**src/rtl/mips_ctrl_pkg.sv**
```systemverilog
// Shared constants and types for the multicycle MIPS main control FSM.
// ADDI_EN adds the ADDIEX/ADDIWB states and makes opcode 001000 legal.
package mips_ctrl_pkg;

  localparam logic [5:0] LW    = 6'b100011;
  localparam logic [5:0] SW    = 6'b101011;
  localparam logic [5:0] RTYPE = 6'b000000;
  localparam logic [5:0] BEQ   = 6'b000100;
  localparam logic [5:0] ADDI  = 6'b001000;
  localparam logic [5:0] J     = 6'b000010;

  localparam logic [1:0] ADD   = 2'b00;
  localparam logic [1:0] SUB   = 2'b01;
  localparam logic [1:0] FUNCT = 2'b10;

  // Encodings are fixed so the addi states leave a hole rather than renumbering.
  typedef enum logic [3:0] {
    FETCH   = 4'd0,
    DECODE  = 4'd1,
    MEMADR  = 4'd2,
    MEMRD   = 4'd3,
    MEMWB   = 4'd4,
    MEMWR   = 4'd5,
    EXECUTE = 4'd6,
    ALUWB   = 4'd7,
    BRANCH  = 4'd8,
`ifdef ADDI_EN
    ADDIEX  = 4'd9,
    ADDIWB  = 4'd10,
`endif
    JUMP    = 4'd11
  } state_e;

  typedef struct packed {
    logic       pc_write;
    logic       branch;
    logic       i_or_d;
    logic       mem_write;
    logic       ir_write;
    logic       reg_dst;
    logic       mem_to_reg;
    logic       reg_write;
    logic       alu_src_a;
    logic [1:0] alu_src_b;
    logic [1:0] pc_src;
    logic [1:0] alu_op;
  } ctrl_out_t;

  function automatic logic op_is_legal(input logic [5:0] op);
    logic legal;
    legal = (op == LW) || (op == SW) || (op == RTYPE) || (op == BEQ) || (op == J);
`ifdef ADDI_EN
    legal = legal || (op == ADDI);
`endif
    return legal;
  endfunction

endpackage

```
**src/rtl/ctrl_out_decode.sv**
```systemverilog
// Moore output decode for the main control FSM: (state, done) -> control bundle.
// ADDI_EN adds decode for the ADDIEX/ADDIWB states.
module ctrl_out_decode
  import mips_ctrl_pkg::*;
(
  input  state_e    state,
  input  logic      done,
  output ctrl_out_t ctrl
);

  always_comb begin
    ctrl = '0;
    case (state)
      FETCH: begin
        ctrl.alu_src_b = 2'b01;
        ctrl.alu_op    = ADD;
        ctrl.ir_write  = done;
        ctrl.pc_write  = done;
      end
      DECODE: begin
        ctrl.alu_src_b = 2'b11;
        ctrl.alu_op    = ADD;
      end
      MEMADR: begin
        ctrl.alu_src_a = 1'b1;
        ctrl.alu_src_b = 2'b10;
        ctrl.alu_op    = ADD;
      end
      MEMRD: ctrl.i_or_d = 1'b1;
      MEMWB: begin
        ctrl.mem_to_reg = 1'b1;
        ctrl.reg_write  = 1'b1;
      end
      // Write strobe held through every wait cycle, not only the completing one.
      MEMWR: begin
        ctrl.i_or_d    = 1'b1;
        ctrl.mem_write = 1'b1;
      end
      EXECUTE: begin
        ctrl.alu_src_a = 1'b1;
        ctrl.alu_op    = FUNCT;
      end
      ALUWB: begin
        ctrl.reg_dst   = 1'b1;
        ctrl.reg_write = 1'b1;
      end
      BRANCH: begin
        ctrl.alu_src_a = 1'b1;
        ctrl.alu_op    = SUB;
        ctrl.pc_src    = 2'b01;
        ctrl.branch    = 1'b1;
      end
`ifdef ADDI_EN
      ADDIEX: begin
        ctrl.alu_src_a = 1'b1;
        ctrl.alu_src_b = 2'b10;
        ctrl.alu_op    = ADD;
      end
      ADDIWB: ctrl.reg_write = 1'b1;
`endif
      JUMP: begin
        ctrl.pc_src   = 2'b10;
        ctrl.pc_write = 1'b1;
      end
      default: ctrl = '0;
    endcase
  end

endmodule

```
**src/rtl/main_control_fsm.sv**
```systemverilog
// Multicycle MIPS main control FSM: state register, next-state logic, reset gating.
// ADDI_EN enables the addi path (ADDIEX -> ADDIWB); otherwise op 001000 is illegal.
module main_control_fsm
  import mips_ctrl_pkg::*;
#(
  parameter int unsigned MEM_WAIT = 1
) (
  input  logic       Clk,
  input  logic       Reset,
  input  logic [5:0] Op,
  input  logic       MemReady,
  output logic       PCWrite,
  output logic       Branch,
  output logic       IorD,
  output logic       MemWrite,
  output logic       IRWrite,
  output logic       RegDst,
  output logic       MemtoReg,
  output logic       RegWrite,
  output logic       ALUSrcA,
  output logic       IllegalOp,
  output logic [1:0] ALUSrcB,
  output logic [1:0] PCSrc,
  output logic [1:0] ALUOp
);

  // state   | meaning
  // FETCH   | read instruction, PC += 4 when memory done
  // DECODE  | read registers, compute branch target, dispatch on Op
  // MEMADR  | compute load/store address
  // MEMRD   | memory read, waits for done
  // MEMWB   | write loaded data to rt
  // MEMWR   | memory write, waits for done
  // EXECUTE | R-type ALU operation
  // ALUWB   | write ALU result to rd
  // BRANCH  | beq compare and conditional PC update
  // ADDIEX  | addi ALU operation (ADDI_EN only)
  // ADDIWB  | write addi result to rt (ADDI_EN only)
  // JUMP    | PC <= jump target

  state_e    state_q, state_d;
  ctrl_out_t ctrl;
  logic      done;

  assign done = (MEM_WAIT != 0) ? MemReady : 1'b1;

  always_comb begin
    state_d = FETCH;
    case (state_q)
      FETCH:   state_d = done ? DECODE : FETCH;
      DECODE: begin
        if      ((Op == LW) || (Op == SW)) state_d = MEMADR;
        else if (Op == RTYPE)              state_d = EXECUTE;
        else if (Op == BEQ)                state_d = BRANCH;
`ifdef ADDI_EN
        else if (Op == ADDI)               state_d = ADDIEX;
`endif
        else if (Op == J)                  state_d = JUMP;
        else                               state_d = FETCH;
      end
      MEMADR:  state_d = (Op == LW) ? MEMRD : MEMWR;
      MEMRD:   state_d = done ? MEMWB : MEMRD;
      MEMWB:   state_d = FETCH;
      MEMWR:   state_d = done ? FETCH : MEMWR;
      EXECUTE: state_d = ALUWB;
      ALUWB:   state_d = FETCH;
      BRANCH:  state_d = FETCH;
`ifdef ADDI_EN
      ADDIEX:  state_d = ADDIWB;
      ADDIWB:  state_d = FETCH;
`endif
      JUMP:    state_d = FETCH;
      default: state_d = FETCH;
    endcase
  end

  always_ff @(posedge Clk) begin
    if (Reset) state_q <= FETCH;
    else       state_q <= state_d;
  end

  ctrl_out_decode u_ctrl_out_decode (
    .state (state_q),
    .done  (done),
    .ctrl  (ctrl)
  );

  // Strobes are forced low during reset so a reset mid-access cannot commit state.
  assign PCWrite   = ctrl.pc_write  & ~Reset;
  assign IRWrite   = ctrl.ir_write  & ~Reset;
  assign MemWrite  = ctrl.mem_write & ~Reset;
  assign RegWrite  = ctrl.reg_write & ~Reset;
  assign IllegalOp = (state_q == DECODE) & ~op_is_legal(Op) & ~Reset;

  assign Branch   = ctrl.branch;
  assign IorD     = ctrl.i_or_d;
  assign RegDst   = ctrl.reg_dst;
  assign MemtoReg = ctrl.mem_to_reg;
  assign ALUSrcA  = ctrl.alu_src_a;
  assign ALUSrcB  = ctrl.alu_src_b;
  assign PCSrc    = ctrl.pc_src;
  assign ALUOp    = ctrl.alu_op;

endmodule
```
**config.mk**
```make
export PLATFORM = sky130hd
export DESIGN_NAME = main_control_fsm
export DESIGN_NICKNAME = d
export VERILOG_FILES = /design/src/rtl/mips_ctrl_pkg.sv /design/src/rtl/ctrl_out_decode.sv /design/src/rtl/main_control_fsm.sv
export SDC_FILE = /design/constraint.sdc
export NUM_CORES = 1
export LEC_CHECK = 0
export BUFFER_PORTS_ARGS = -buffer_cell sky130_fd_sc_hd__buf_2
export CAP_MARGIN = 20
export CORE_AREA = 2 2 39 41
export CTS_BUF_LIST = sky130_fd_sc_hd__clkbuf_16
export CTS_CLUSTER_DIAMETER = 50
export DETAILED_ROUTE_END_ITERATION = 8
export DIE_AREA = 0 0 41 43
export PLACE_DENSITY = 0.69
export SKIP_CTS_REPAIR_TIMING = 1
export SYNTH_ARGS = -nofsm -noshare
export SYNTH_HDL_FRONTEND = slang
export SYNTH_SLANG_ARGS = --single-unit
```
**constraint.sdc**
```tcl
create_clock -name Clk -period 1.6 [get_ports Clk]
set_input_delay 0.48 -clock Clk [delete_from_list [all_inputs] [get_ports Clk]]
set_output_delay 0.48 -clock Clk [all_outputs]
set_load 0.005 [all_outputs]
```
==> out/metrics.json <==
{
  "cellPowerDensity": {"value": 542.4, "unit": "nW/µm²"},
  "placement.io_buffers": {"value": 24},
  "finalSetupViolations": {"value": 14},
  "synthesis.instances": {"value": 68},
  "worst-r2r-setup-slack": {"value": 0.12, "unit": "ns"},
  "timing.max_slew.rel_slack": {"value": 73.68, "unit": "%"},
  "max_reg_flops": {"value": 4},
  "largestRegisters": {"value": "state_q: 4 flops"},
  "path_cells": {"value": "buf_6 -> or4_4 -> a21oi_2 -> nor3_2 -> buf_2"},
  "internal_power": {"value": 0.0004946, "unit": "W"},
  "hold_path_startpoint": {"value": "state_q[3]"},
  "clock_sinks": {"value": 4},
  "failed_checks": {"value": "setup timing"},
  "critical_path_peak_fanout": {"value": 2},
  "grt_use_total": {"value": 17.07, "unit": "%"},
  "synth_top_cells_by_count": {"value": "nor2_1, nor3_1, dfxtp_1, nand3_1, nor3b_1"},
  "total_switching_power": {"value": 0.0001284, "unit": "W"},
  "achievable-frequency": {"value": 0.5267, "unit": "GHz"},
  "area_share_of_xor_xnor_cells_in_the_synthesized_design": {"value": 5.469, "unit": "%"},
  "synth-simple-area-share": {"value": 49.74, "unit": "%"},
  "fp.dieArea": {"value": 1763, "unit": "µm²"},
  "route.vias.total": {"value": 765},
  "dr.first_iter.drc_count": {"value": 15},
  "cts_tree": {"value": "yes"},
  "unique_cell_type_count_in_the_yosys_netlist": {"value": 32},
  "cts_made_buffers": {"value": 3},
  "final.period_utilization": {"value": 118.7, "unit": "%"},
  "adder_cell_share_of_the_synthesized_area": {"value": 0, "unit": "%"},
  "placeableCoreArea": {"value": 1384, "unit": "µm²"},
  "final_layout_net_count": {"value": 137},
  "grt.overflow.total": {"value": 0},
  "seq_power_share": {"value": 16.6, "unit": "%"},
  "pin_count_of_the_biggest_net_entering_global_routing": {"value": 15},
  "start_kind": {"value": "input port"},
  "total_inserted_antenna_cells": {"value": 0},
  "y_dimension_of_the_die": {"value": 43, "unit": "µm"},
  "synthTopCellsByArea": {"value": "dfxtp_1, nor3_1, nor3b_1"},
  "route.detailed.wl_per_inst": {"value": 15.99, "unit": "µm"},
  "beginning_of_the_worst_register_to_register_path": {"value": "state_q[0]"},
  "timing.setup.critical_path_class": {"value": "input port to primary output"},
  "max_stage_delay": {"value": 0.53, "unit": "ns"},
  "synth-compound-area-share": {"value": 18.49, "unit": "%"},
  "gp_routability_congestion": {"value": 0.7817},
  "p_clk_share": {"value": 61.5, "unit": "%"},
  "n_fill_cell": {"value": 86},
  "vias_per_cell": {"value": 5.387},
  "ys_ff_latch": {"value": 4},
  "post-synth-top-count-cell": {"value": "nor2_1"},
  "whs_endpoint": {"value": "state_q[3]"},
  "crit_start": {"value": "Op[4]"},
  "synth-async-reset-ratio": {"value": 0, "unit": "%"},
  "timing.final.ws_setup": {"value": -0.2986, "unit": "ns"},
  "die_w": {"value": 41, "unit": "µm"},
  "antenna_violations_before_repair": {"value": 0},
  "largest_family_of_logic_cells_by_synthesized_area": {"value": "simple AND/OR/NAND/NOR gates"},
  "syn_area_per_cell": {"value": 7.066, "unit": "µm²"},
  "final_period_minus_worst_setup_slack": {"value": 1.899, "unit": "ns"},
  "vdd.ir_drop.worst": {"value": 680.3, "unit": "µV"},
  "drv.max_cap_violation_count": {"value": 0},
  "finalHoldViolations": {"value": 0},
  "number_of_synthesized_flops_with_an_enable_pin": {"value": 0},
  "dp_hpwl": {"value": 1108, "unit": "µm"},
  "placed_area": {"value": 754.5, "unit": "µm²"},
  "finish.instance_area": {"value": 1149, "unit": "µm²"},
  "grt_first_pass_wirelength": {"value": 2145, "unit": "µm"},
  "netlist_area": {"value": 480.5, "unit": "µm²"},
  "cp_data_required_time": {"value": 1.12, "unit": "ns"},
  "worstSetupEndpointType": {"value": "primary output"},
  "ctsLongestPathBuffers": {"value": 2},
  "crit_slowest_cell": {"value": "or4_4"},
  "timing.critical_path.arrival": {"value": 1.42, "unit": "ns"},
  "synth_nets": {"value": 77},
  "finClkSkew": {"value": 0.003584, "unit": "ns"},
  "drcViolationCount": {"value": 0},
  "regMostFlops": {"value": "state_q"},
  "synthMuxAreaShare": {"value": 0, "unit": "%"},
  "antenna_violating_nets_post_route": {"value": 0},
  "synth-seq-area-share": {"value": 16.67, "unit": "%"},
  "clock_slew_at_the_register_clock_pins_of_the_worst_setup_and_hold_paths": {"value": 0.03, "unit": "ns"},
  "unrepaired_setup_endpoints_after_global_routing": {"value": "yes"},
  "comb_power_share": {"value": 21.8, "unit": "%"},
  "worst_hold_path.num_cells": {"value": 3},
  "grt_pass1_vias": {"value": 557},
  "wirelength": {"value": 2270, "unit": "µm"},
  "yosysWarnings": {"value": 0},
  "first_pass_iteration_count_of_the_detailed_router": {"value": 4},
  "main_flop_type_after_synthesis": {"value": "dfxtp_1"},
  "crit-reg2reg-capture": {"value": "state_q[0]"},
  "switching_part_of_the_total_power": {"value": 20.61, "unit": "%"},
  "slew_viol_final": {"value": 0},
  "start_util": {"value": 34.72, "unit": "%"},
  "yosysTopAreaCellShare": {"value": 16.67, "unit": "%"},
  "netlist.top_cell.by_area": {"value": "dfxtp_1"},
  "p_leak": {"value": 0.5458, "unit": "nW"},
  "detailedPlace.worstSlack": {"value": -0.3026, "unit": "ns"},
  "io_pins": {"value": 25},
  "flow.area_growth_from_synthesis": {"value": 139.1, "unit": "%"},
  "ctsRootBufferMaster": {"value": "clkbuf_16"},
  "htree_levels": {"value": 1},
  "drive_gt1_share": {"value": 72.22, "unit": "%"},
  "rows": {"value": 14},
  "worst_skew_pair.late_latency": {"value": 0.22, "unit": "ns"},
  "worst_r2r_path_depth": {"value": 7},
  "hold_path.class": {"value": "flop to flop"},
  "worst_slew_pin_slew": {"value": 0.3914, "unit": "ns"},
  "run_status": {"value": "complete, but fails checks"}
}
-- worst max-delay path, delay by kind of cell --
| kind | cells | cell delay, ns |
|---|---|---|
| compound gates | 1 | 0.13 |
| buf+inv | 2 | 0.22 |
| simple gates | 2 | 0.58 |
-- how the worst max path moves through the flow --
stage          depth (start not counted)        end  slack (ns)
5_1_grt                                5  IllegalOp       -0.33
6_report                               5  IllegalOp       -0.30
2_1_floorplan                          3  IllegalOp       -0.05
4_1_cts                                5  IllegalOp       -0.30
3_5_place_dp                           5  IllegalOp       -0.30
3_3_place_gp                           5  IllegalOp       -0.29
-- cell usage in the layout, fill, tap and decap left out, drive strengths merged, types with 4 or more instances in the layout --
master / count
buf: 61
dfxtp: 4
nand3: 5
nor2: 7
nor3: 6
nor3b: 4
-- power groups by stage --
stage | combinational [W] | clock, W | sequential, W
after floorplan | 0.0000411 | 0 | 0.000104
after global placement | 0.0000947 | 0 | 0.000105
after detailed placement | 0.0000969 | 0 | 0.000105
after CTS | 0.0000971 | 0.000388 | 0.000104
after global routing | 0.000147 | 0.000392 | 0.000104
final | 0.000136 | 0.000383 | 0.000104
-- stage by stage --
stage	utilization (%)	power (W)	hold slack (ns)	TNS [ns]	instances
after floorplan	-	0.0001455	0.6354	-0.04622	68
after global placement	54.52	0.0002001	0.5993	-0.4752	124
after detailed placement	54.52	0.0002022	0.6015	-0.4929	124
after CTS	59.95	0.0005888	0.5659	-1.948	127
after global routing	83.00	0.0006423	0.6487	-2.551	142
final	83.00	0.0006230	0.6150	-1.866	142
-- final cells by class --
cell class | count | area, µm² | share of cell area, %
Inverter | 2 | 12.51 | 1.089
Multi-Input combinational cell | 56 | 488.0 | 42.48
Clock buffer | 3 | 75.07 | 6.536
Tap cell | 16 | 20.02 | 1.743
Timing Repair Buffer | 61 | 465.4 | 40.52
Sequential cell | 4 | 87.58 | 7.625
-- kinds of logic (layout without fill, tap and decap cells) --
| kind of cell | Yosys count | count (layout) |
|---|---|---|
| and+or+nand+nor | 40 | 40 |
| AOI/OAI and AO/OA | 13 | 13 |
| buffers and inverters | 8 | 66 |
| DFF | 4 | 4 |
| xor gates and xnor gates | 3 | 3 |
-- routing by layer --
metal,GRT usage [%],wire (µm)
met5,0,0
met4,4.000,46
met3,4.712,109
met1,21.22,852
met2,27.81,1261
Note: power is estimated with default switching activity, not from simulation.
